`src/rtl/seg7_pkg.sv`:
```
// rtl/seg7_pkg.sv - shared glyph table and polarity helpers for the seven-segment scan driver
package seg7_pkg;

  localparam int SEG_COUNT = 7;

  // Active-high {G,F,E,D,C,B,A} per hex digit; entry 0 sits in the low bits
  localparam logic [16*SEG_COUNT-1:0] GLYPH_TABLE = {
    7'h71, 7'h79, 7'h5E, 7'h39, 7'h7C, 7'h77, 7'h6F, 7'h7F,
    7'h07, 7'h7D, 7'h6D, 7'h66, 7'h4F, 7'h5B, 7'h06, 7'h3F
  };

  function automatic logic [SEG_COUNT:0] seg_off(input logic common_anode);
    return common_anode ? {(SEG_COUNT+1){1'b1}} : {(SEG_COUNT+1){1'b0}};
  endfunction

endpackage

```
`src/rtl/seg7_hex_lut.sv`:
```
// rtl/seg7_hex_lut.sv - hex nibble to active-high seven-segment pattern
module seg7_hex_lut
  import seg7_pkg::*;
(
  input  logic [3:0]           nibble_i,
  output logic [SEG_COUNT-1:0] seg_o
);

  always_comb begin
    seg_o = GLYPH_TABLE[nibble_i*SEG_COUNT +: SEG_COUNT];
  end

endmodule

```
`src/rtl/seg7_scan_driver.sv`:
```
// rtl/seg7_scan_driver.sv - multiplexed seven-segment scanner with staged loads and dead-cycle anti-ghosting
module seg7_scan_driver
  import seg7_pkg::*;
#(
  parameter int NUM_DIGITS   = 4,
  parameter int CLK_DIV      = 50000,
  parameter bit COMMON_ANODE = 1'b1
) (
  input  logic                    clk_i,
  input  logic                    rst_i,
  input  logic                    en_i,
  input  logic                    load_i,
  input  logic [4*NUM_DIGITS-1:0] value_i,
  input  logic [NUM_DIGITS-1:0]   dp_i,
  input  logic                    blank_lz_i,
  output logic [7:0]              seg_o,
  output logic [NUM_DIGITS-1:0]   an_o,
  output logic                    busy_o,
  output logic                    frame_o
);

  localparam int                    CNT_W    = $clog2(CLK_DIV);
  localparam int                    IDX_W    = (NUM_DIGITS > 1) ? $clog2(NUM_DIGITS) : 1;
  localparam logic [CNT_W-1:0]      CNT_LAST = CNT_W'(CLK_DIV - 1);
  localparam logic [IDX_W-1:0]      IDX_LAST = IDX_W'(NUM_DIGITS - 1);
  localparam logic [7:0]            SEG_OFF  = seg_off(COMMON_ANODE);
  localparam logic [NUM_DIGITS-1:0] AN_OFF   = {NUM_DIGITS{COMMON_ANODE}};

  logic [CNT_W-1:0]        cnt_q, cnt_d;
  logic [IDX_W-1:0]        idx_q, idx_d;
  logic [4*NUM_DIGITS-1:0] disp_val_q, disp_val_d, pend_val_q, pend_val_d;
  logic [NUM_DIGITS-1:0]   disp_dp_q, disp_dp_d, pend_dp_q, pend_dp_d;
  logic                    busy_q, busy_d, frame_q, frame_d;
  logic [7:0]              seg_q, seg_d;
  logic [NUM_DIGITS-1:0]   an_q, an_d;

  logic                    tick, wrap, hi_zero, dp_bit;
  logic [3:0]              nibble;
  logic [SEG_COUNT-1:0]    glyph;
  logic [NUM_DIGITS-1:0]   an_sel;
  logic [7:0]              raw;

  seg7_hex_lut u_lut (
    .nibble_i (nibble),
    .seg_o    (glyph)
  );

  always_comb begin
    tick = en_i && (cnt_q == CNT_LAST);
    wrap = tick && (idx_q == IDX_LAST);
  end

  // Select the current digit and detect whether it and every higher digit are zero
  always_comb begin
    nibble  = 4'd0;
    an_sel  = '0;
    dp_bit  = 1'b0;
    hi_zero = 1'b1;
    for (int i = 0; i < NUM_DIGITS; i++) begin
      if (idx_q == IDX_W'(i)) begin
        nibble    = disp_val_q[i*4 +: 4];
        an_sel[i] = 1'b1;
        dp_bit    = disp_dp_q[i];
      end
      if ((i >= int'(idx_q)) && (disp_val_q[i*4 +: 4] != 4'd0)) begin
        hi_zero = 1'b0;
      end
    end
    raw = {dp_bit, (blank_lz_i && hi_zero && (idx_q != '0)) ? {SEG_COUNT{1'b0}} : glyph};
  end

  always_comb begin
    cnt_d      = cnt_q;
    idx_d      = idx_q;
    pend_val_d = pend_val_q;
    pend_dp_d  = pend_dp_q;
    disp_val_d = disp_val_q;
    disp_dp_d  = disp_dp_q;
    busy_d     = busy_q;
    frame_d    = wrap;
    if (en_i) begin
      cnt_d = tick ? '0 : cnt_q + 1'b1;
      if (tick) begin
        idx_d = (idx_q == IDX_LAST) ? '0 : idx_q + 1'b1;
      end
    end
    if (load_i) begin
      pend_val_d = value_i;
      pend_dp_d  = dp_i;
    end
    // Taking the post-load pending value lets a load on the wrap tick land directly
    if (wrap) begin
      disp_val_d = pend_val_d;
      disp_dp_d  = pend_dp_d;
      busy_d     = 1'b0;
    end else if (load_i) begin
      busy_d = 1'b1;
    end
    if (!en_i || tick) begin
      seg_d = SEG_OFF;
      an_d  = AN_OFF;
    end else begin
      seg_d = COMMON_ANODE ? ~raw : raw;
      an_d  = COMMON_ANODE ? ~an_sel : an_sel;
    end
  end

  always_ff @(posedge clk_i) begin
    if (rst_i) begin
      cnt_q      <= '0;
      idx_q      <= '0;
      disp_val_q <= '0;
      disp_dp_q  <= '0;
      pend_val_q <= '0;
      pend_dp_q  <= '0;
      busy_q     <= 1'b0;
      frame_q    <= 1'b0;
      seg_q      <= SEG_OFF;
      an_q       <= AN_OFF;
    end else begin
      cnt_q      <= cnt_d;
      idx_q      <= idx_d;
      disp_val_q <= disp_val_d;
      disp_dp_q  <= disp_dp_d;
      pend_val_q <= pend_val_d;
      pend_dp_q  <= pend_dp_d;
      busy_q     <= busy_d;
      frame_q    <= frame_d;
      seg_q      <= seg_d;
      an_q       <= an_d;
    end
  end

  assign seg_o   = seg_q;
  assign an_o    = an_q;
  assign busy_o  = busy_q;
  assign frame_o = frame_q;

endmodule

```
`config.mk`:
```
export PLATFORM = sky130hd
export DESIGN_NAME = seg7_scan_driver
export DESIGN_NICKNAME = d
export VERILOG_FILES = /design/src/rtl/seg7_pkg.sv /design/src/rtl/seg7_hex_lut.sv /design/src/rtl/seg7_scan_driver.sv
export SDC_FILE = /design/constraint.sdc
export NUM_CORES = 1
export LEC_CHECK = 0
export CORE_ASPECT_RATIO = 1.75
export CORE_MARGIN = 8
export CORE_UTILIZATION = 46
export DETAILED_ROUTE_END_ITERATION = 10
export GPL_TIMING_DRIVEN = 0
export PLACE_DENSITY = 0.75
export SLEW_MARGIN = 20
export SYNTH_ARGS = -nofsm -noshare
export SYNTH_HDL_FRONTEND = slang
export SYNTH_SLANG_ARGS = --single-unit
```
`constraint.sdc`:
```
create_clock -name clk_i -period 4.21 [get_ports clk_i]
set_input_delay 0.842 -clock clk_i [delete_from_list [all_inputs] [get_ports clk_i]]
set_output_delay 0.842 -clock clk_i [all_outputs]
set_load 0.02 [all_outputs]
```
== Word-level counts from Yosys, hierarchy flattened ==
Index checks and enable logic that the tools add are counted.
Word-level totals
  input port bits: 25
  bits in registers: 72
  output and inout bits: 14
Operators by class
  equality and inequality tests: 4
  multipliers: 1
  muxes and demuxes: 21
  bitwise gates (word level): 2
  reduce and logical (&&, ||, !) cells: 18
  magnitude comparators: 3
  add/subtract/negate cells: 2
  shifts and indexed selects: 1
Operators by type and width (number)
  indexed part select 112 x 8 -> 7 bit, first input constant: 1
  two-way mux 16 bit: 2
  two-way mux 4 bit: 5
  adder 16 x 1 -> 16 bit, second input constant: 1
  == test 16 bit, second input constant: 1
  nonzero test 4 bit: 4
  two-way mux 1 bit: 12
  NOT 8 bit: 1
  logical AND 1 bit: 7
  multiplier 4 x 3 -> 7 bit, second input constant: 1
  two-way mux 7 bit: 1
  == test 2 bit, second input constant: 2
  >= comparator 1 x 2 -> 1 bit, first input constant: 2
  NOT 4 bit: 1
  OR reduction 2 bit: 2
  adder 2 x 1 -> 2 bit, second input constant: 1
  == test 2 x 1 -> 1 bit, second input constant: 1
  >= comparator 2 bit, first input constant: 1
  logical NOT 2 bit: 1
  two-way mux 2 bit: 1
  AND reduction 2 bit: 1
  nonzero test 2 bit: 1
  logical NOT 1 bit: 1
  logical OR 1 bit: 1

== Longest topological paths before layout ==
  depth in word-level cells: 10
  depth in mapped cells: 10
  depth with buffers taken out: 9

== Cells and area by module ==
A second synthesis with hierarchy kept.
Unflattened totals
  cells, all modules: 338
  area total of the unflattened synthesis: 3295.7 um^2
By module, submodules not included
  seg7_scan_driver: times used 1, area an instance 3007.9 um^2, sequential area each 1441.4 um^2, cells an instance 305
  seg7_hex_lut: times used 1, area an instance 287.8 um^2, sequential area each 0.0 um^2, cells an instance 33

== Worst setup path before layout ==
Ideal clock, no wire load.
  path kind: reg2reg
  start point: register idx_q[1]
  end point: register seg_q[3], in the netlist seg_o[3]
  stages on the path, launching flop included: 10
  path buffers: 1
  slack: 2.115 ns
  data arrival time: 1.969 ns
  data required time: 4.084 ns
  setup time: 0.126 ns
  cells stage by stage: dfxtp_1 -> inv_1 -> ha_1 -> buf_2 -> nand3b_1 -> a221o_1 -> ha_1 -> nor2_1 -> a211oi_1 -> o21ai_1
Between the ends
  longest elaborated chain between the ends: 10
  elaborated cells between the ends (all ways): 25
  classes of those cells: mul: 1; order compare: 3; eq/ne: 3; shift: 1; mux: 9; bitwise: 1; reduce/logical: 7
Ends and longest elaborated chain
  start: declaration: RTL line seg7_scan_driver.sv:30  | logic [IDX_W-1:0] idx_q, idx_d;
  start signal: assignment: RTL line seg7_scan_driver.sv:122  | idx_q <= idx_d;
  branches (longest 8 deep; another with multiplier 4 x 3 -> 7 bit)
  two-way mux 7 bit *: RTL line seg7_scan_driver.sv:69  | raw = {dp_bit, (blank_lz_i && hi_zero && (idx_q != '0)) ? {SEG_COUNT{1'b0}} : glyph};
  NOT 8 bit *: RTL line seg7_scan_driver.sv:103  | seg_d = COMMON_ANODE ? ~raw : raw;
  end signal: assignment: RTL line seg7_scan_driver.sv:129  | seg_q <= seg_d;
  end: declaration: RTL line seg7_scan_driver.sv:34  | logic [7:0] seg_q, seg_d;
Mark *: on every way between the ends.
A chain may end at the register's enable or synchronous reset.

== Worst setup path in the final report ==
  start point: input en_i
  end point: register seg_q[2], in the netlist seg_o[2]
Between the ends
  longest elaborated chain between the ends: 3
  elaborated cells between the ends (all ways): 4
  classes of those cells: reduce/logical: 4
Ends and longest elaborated chain
  start: declaration: RTL line seg7_scan_driver.sv:11  | input logic en_i,
  logical NOT 1 bit / logical AND 1 bit (equally long branches): RTL line seg7_scan_driver.sv:99, seg7_scan_driver.sv:49
  logical OR 1 bit *: RTL line seg7_scan_driver.sv:99  | if (!en_i || tick) begin
  OR reduction 2 bit (no line) *
Every way passes the cells marked *; elsewhere a longest branch is shown, timed or not.

==> out/qor.txt <==
Slew headroom: 0.515
GP Congestion: 0.789
Setup CP Type: input port to flip-flop
Worst Path Arrival: 2.69 ns
CTS max path bufs: 2
clock latency on the worst-skew pair: 0.34 ns
met3 WL post-DR: 239 µm
net count after synthesis: 368
Post-CTS Setup Repair Bufs: 0
cts bufs inserted: 9
startpoint types: input port
required time worst endpoint: 4.40 ns
number of synthesized register bits: 72
DRC errors left: 0
top_reg_cell synth: dfxtp_1
outcome: complete, no violations
VDD IR max: 315 µV
Worst Clk Skew: 0.00679 ns
MaxCap Viol Count: 0
commonest cells after routing, fill and taps aside: dfxtp_1, nor2_1, clkdlybuf4s50_1, mux2i_1, nand2_1
initial antenna violation count: 0
unrepaired setup endpoints after global routing: no
upper clock frequency limit: 400 MHz
setup TNS: 0 ns
share of cells above drive strength 1: 0.0911
via-per-instance ratio: 5.21
CP cell instances: clkdlybuf4s50_1, nand2b_1, a21oi_1, o41a_1, o221ai_1
post-synthesis sequential area ratio: 0.461
min cycle time layout: 2.50 ns
count of cell types in the netlist: 48
Worst-path clk slew: 0.05 ns
Vert. Die Dim: 125 µm
peak fanout along the critical path: 8
antenna cells: 0
H-tree depth: 3
gr ovfl total: 0
most common cell after layout, fill and taps aside: dfxtp_1
gr usage total: 0.145
post-synthesis average cell area: 9.43 µm²
WL met2: 3550 µm
cells after synthesis: 332
num rows: 40
TritonRoute pass-1 iters: 4
hold buffers post-CTS: 0
Slew @ Worst Pin: 0.728 ns
Async SR Flop Fraction: 0
antenna viol nets, final: 0
Routed WL per cell: 14.4 µm
clk root buf: clkbuf_16
period utilization: 0.595
via count: 2439
initial drt markers: 124
critical path endpoint category: flip-flop
nets@finish: 416
CTS tree: done
synthesis-to-layout area growth: 23.7%
largest net degree at the start of global routing: 12
vias in the first global route: 2555
first-pass GRT wire length: 11500 µm
min-delay worst type: flip-flop to flip-flop
Worst R2R Path Depth: 9
Hold Path Depth: 2
Final setup viols: 0
Top Ports: 39
DP HPWL: 4990 µm
yosys warns: 0
# resized after CTS: 0
Initial Util: 0.467
M1 WL: 2770 µm
Tot Pwr: 1.47 mW
Die W: 78.3 µm
final hold violation count: 0
slowest CP cell: clkdlybuf4s50_1
worst stage delay on the critical path: 0.61 ns
clock sinks: 72
Post-synth EDFFs: 0
post-synthesis cell area: 3130 µm²
highest metal used: met4
full die area: 9800 µm²
total length of routed wires: 6730 µm
Pwr Density: 380 nW/µm²
Slew Viols, Final: 0
# port buffers: 37
core area: 6710 µm²
Pleak: 1.49 nW
metal layers:
metal / GRT usage / up-vias
met5: 0 / -
met4: 0.0889 / 0
met3: 0.0423 / 12
met2: 0.252 / 35
met1: 0.146 / 1146
li1: - / 1246
final cells by class:
| cell class | count | area [µm²] |
|---|---|---|
| buffer | 21 | 114 |
| fill | 616 | 2840 |
| clock inverter | 2 | 16.3 |
| sequential | 72 | 1440 |
| multi-input combinational | 231 | 1540 |
| inverter | 8 | 30.0 |
| timing repair buffer | 37 | 370 |
| clock buffer | 13 | 250 |
| tap | 84 | 105 |
where the power goes:
part | switching, mW | total, mW | internal (mW)
Clock | 0.266 | 0.678 | 0.412
Sequential | 0.00581 | 0.705 | 0.700
Combinational | 0.0443 | 0.0887 | 0.0444
Total | 0.316 | 1.47 | 1.16
synthesized netlist by cell type, drive strengths merged (2+ instances only):
master | count | area, µm²
nor2b | 4 | 25.0
nor4 | 2 | 12.5
ha | 11 | 138
xor2 | 12 | 105
nor3 | 3 | 15.0
nor3b | 4 | 30.0
a211oi | 24 | 220
and4bb | 2 | 25.0
nand3b | 5 | 37.5
mux2i | 21 | 210
nor2 | 69 | 259
dfxtp | 72 | 1440
nand2 | 19 | 71.3
a311oi | 2 | 23.8
a221o | 2 | 20.0
a311o | 2 | 20.0
and3 | 5 | 31.3
a21oi | 6 | 30.0
buf | 12 | 80.1
xnor2 | 3 | 26.3
o21ai | 4 | 20.0
inv | 8 | 30.0
nand3 | 5 | 25.0
nand2b | 2 | 12.5
nand4 | 7 | 43.8
clkbuf | 9 | 33.8
o211ai | 3 | 22.5
flip-flops by register name (all words and copies together) (netlist names):
| signal | count |
|---|---|
| pend_val_q | 16 |
| disp_val_q | 16 |
| an_o | 4 |
| pend_dp_q | 4 |
| disp_dp_q | 4 |
| frame_o | 1 |
| seg_o | 8 |
| busy_o | 1 |
| cnt_q | 16 |
| idx_q | 2 |
final timing paths:
kind                    to  slack (ns)          start
max               seg_o[2]        1.71           en_i
min          pend_val_q[7]        0.49  pend_val_q[7]
max reg2reg       seg_o[3]        1.84       idx_q[0]
min reg2reg  pend_val_q[7]        0.49  pend_val_q[7]
through the flow:
stage	setup WS [ns]	instances	hold slack (ns)	utilization	cell area, µm²
final	1.71	468	0.490	0.577	3870
after detailed placement	1.38	453	0.480	0.538	3600
after floorplan	2.11	332	0.456	-	3130
after global placement	1.41	453	0.478	0.538	3600
after global routing	1.58	468	0.525	0.577	3870
after CTS	1.72	468	0.497	0.577	3870
cells by family after synthesis:
family,after synthesis,share of synthesized area
AO/OA/AOI/OAI,50,0.132
XOR/XNOR,15,0.0420
adder cells (fa/ha/maj),11,0.0440
buffers and inverters,29,0.0460
flip-flops,72,0.461
multiplexers,21,0.0672
AND/OR/NAND/NOR,134,0.208
critical path: cells and delay by family:
family | cells | cell delay, ns
buffers and inverters | 1 | 0.61
AND/OR/NAND/NOR | 1 | 0.09
AO/OA/AOI/OAI | 3 | 1.15
Power figures use the tool's default switching activity.
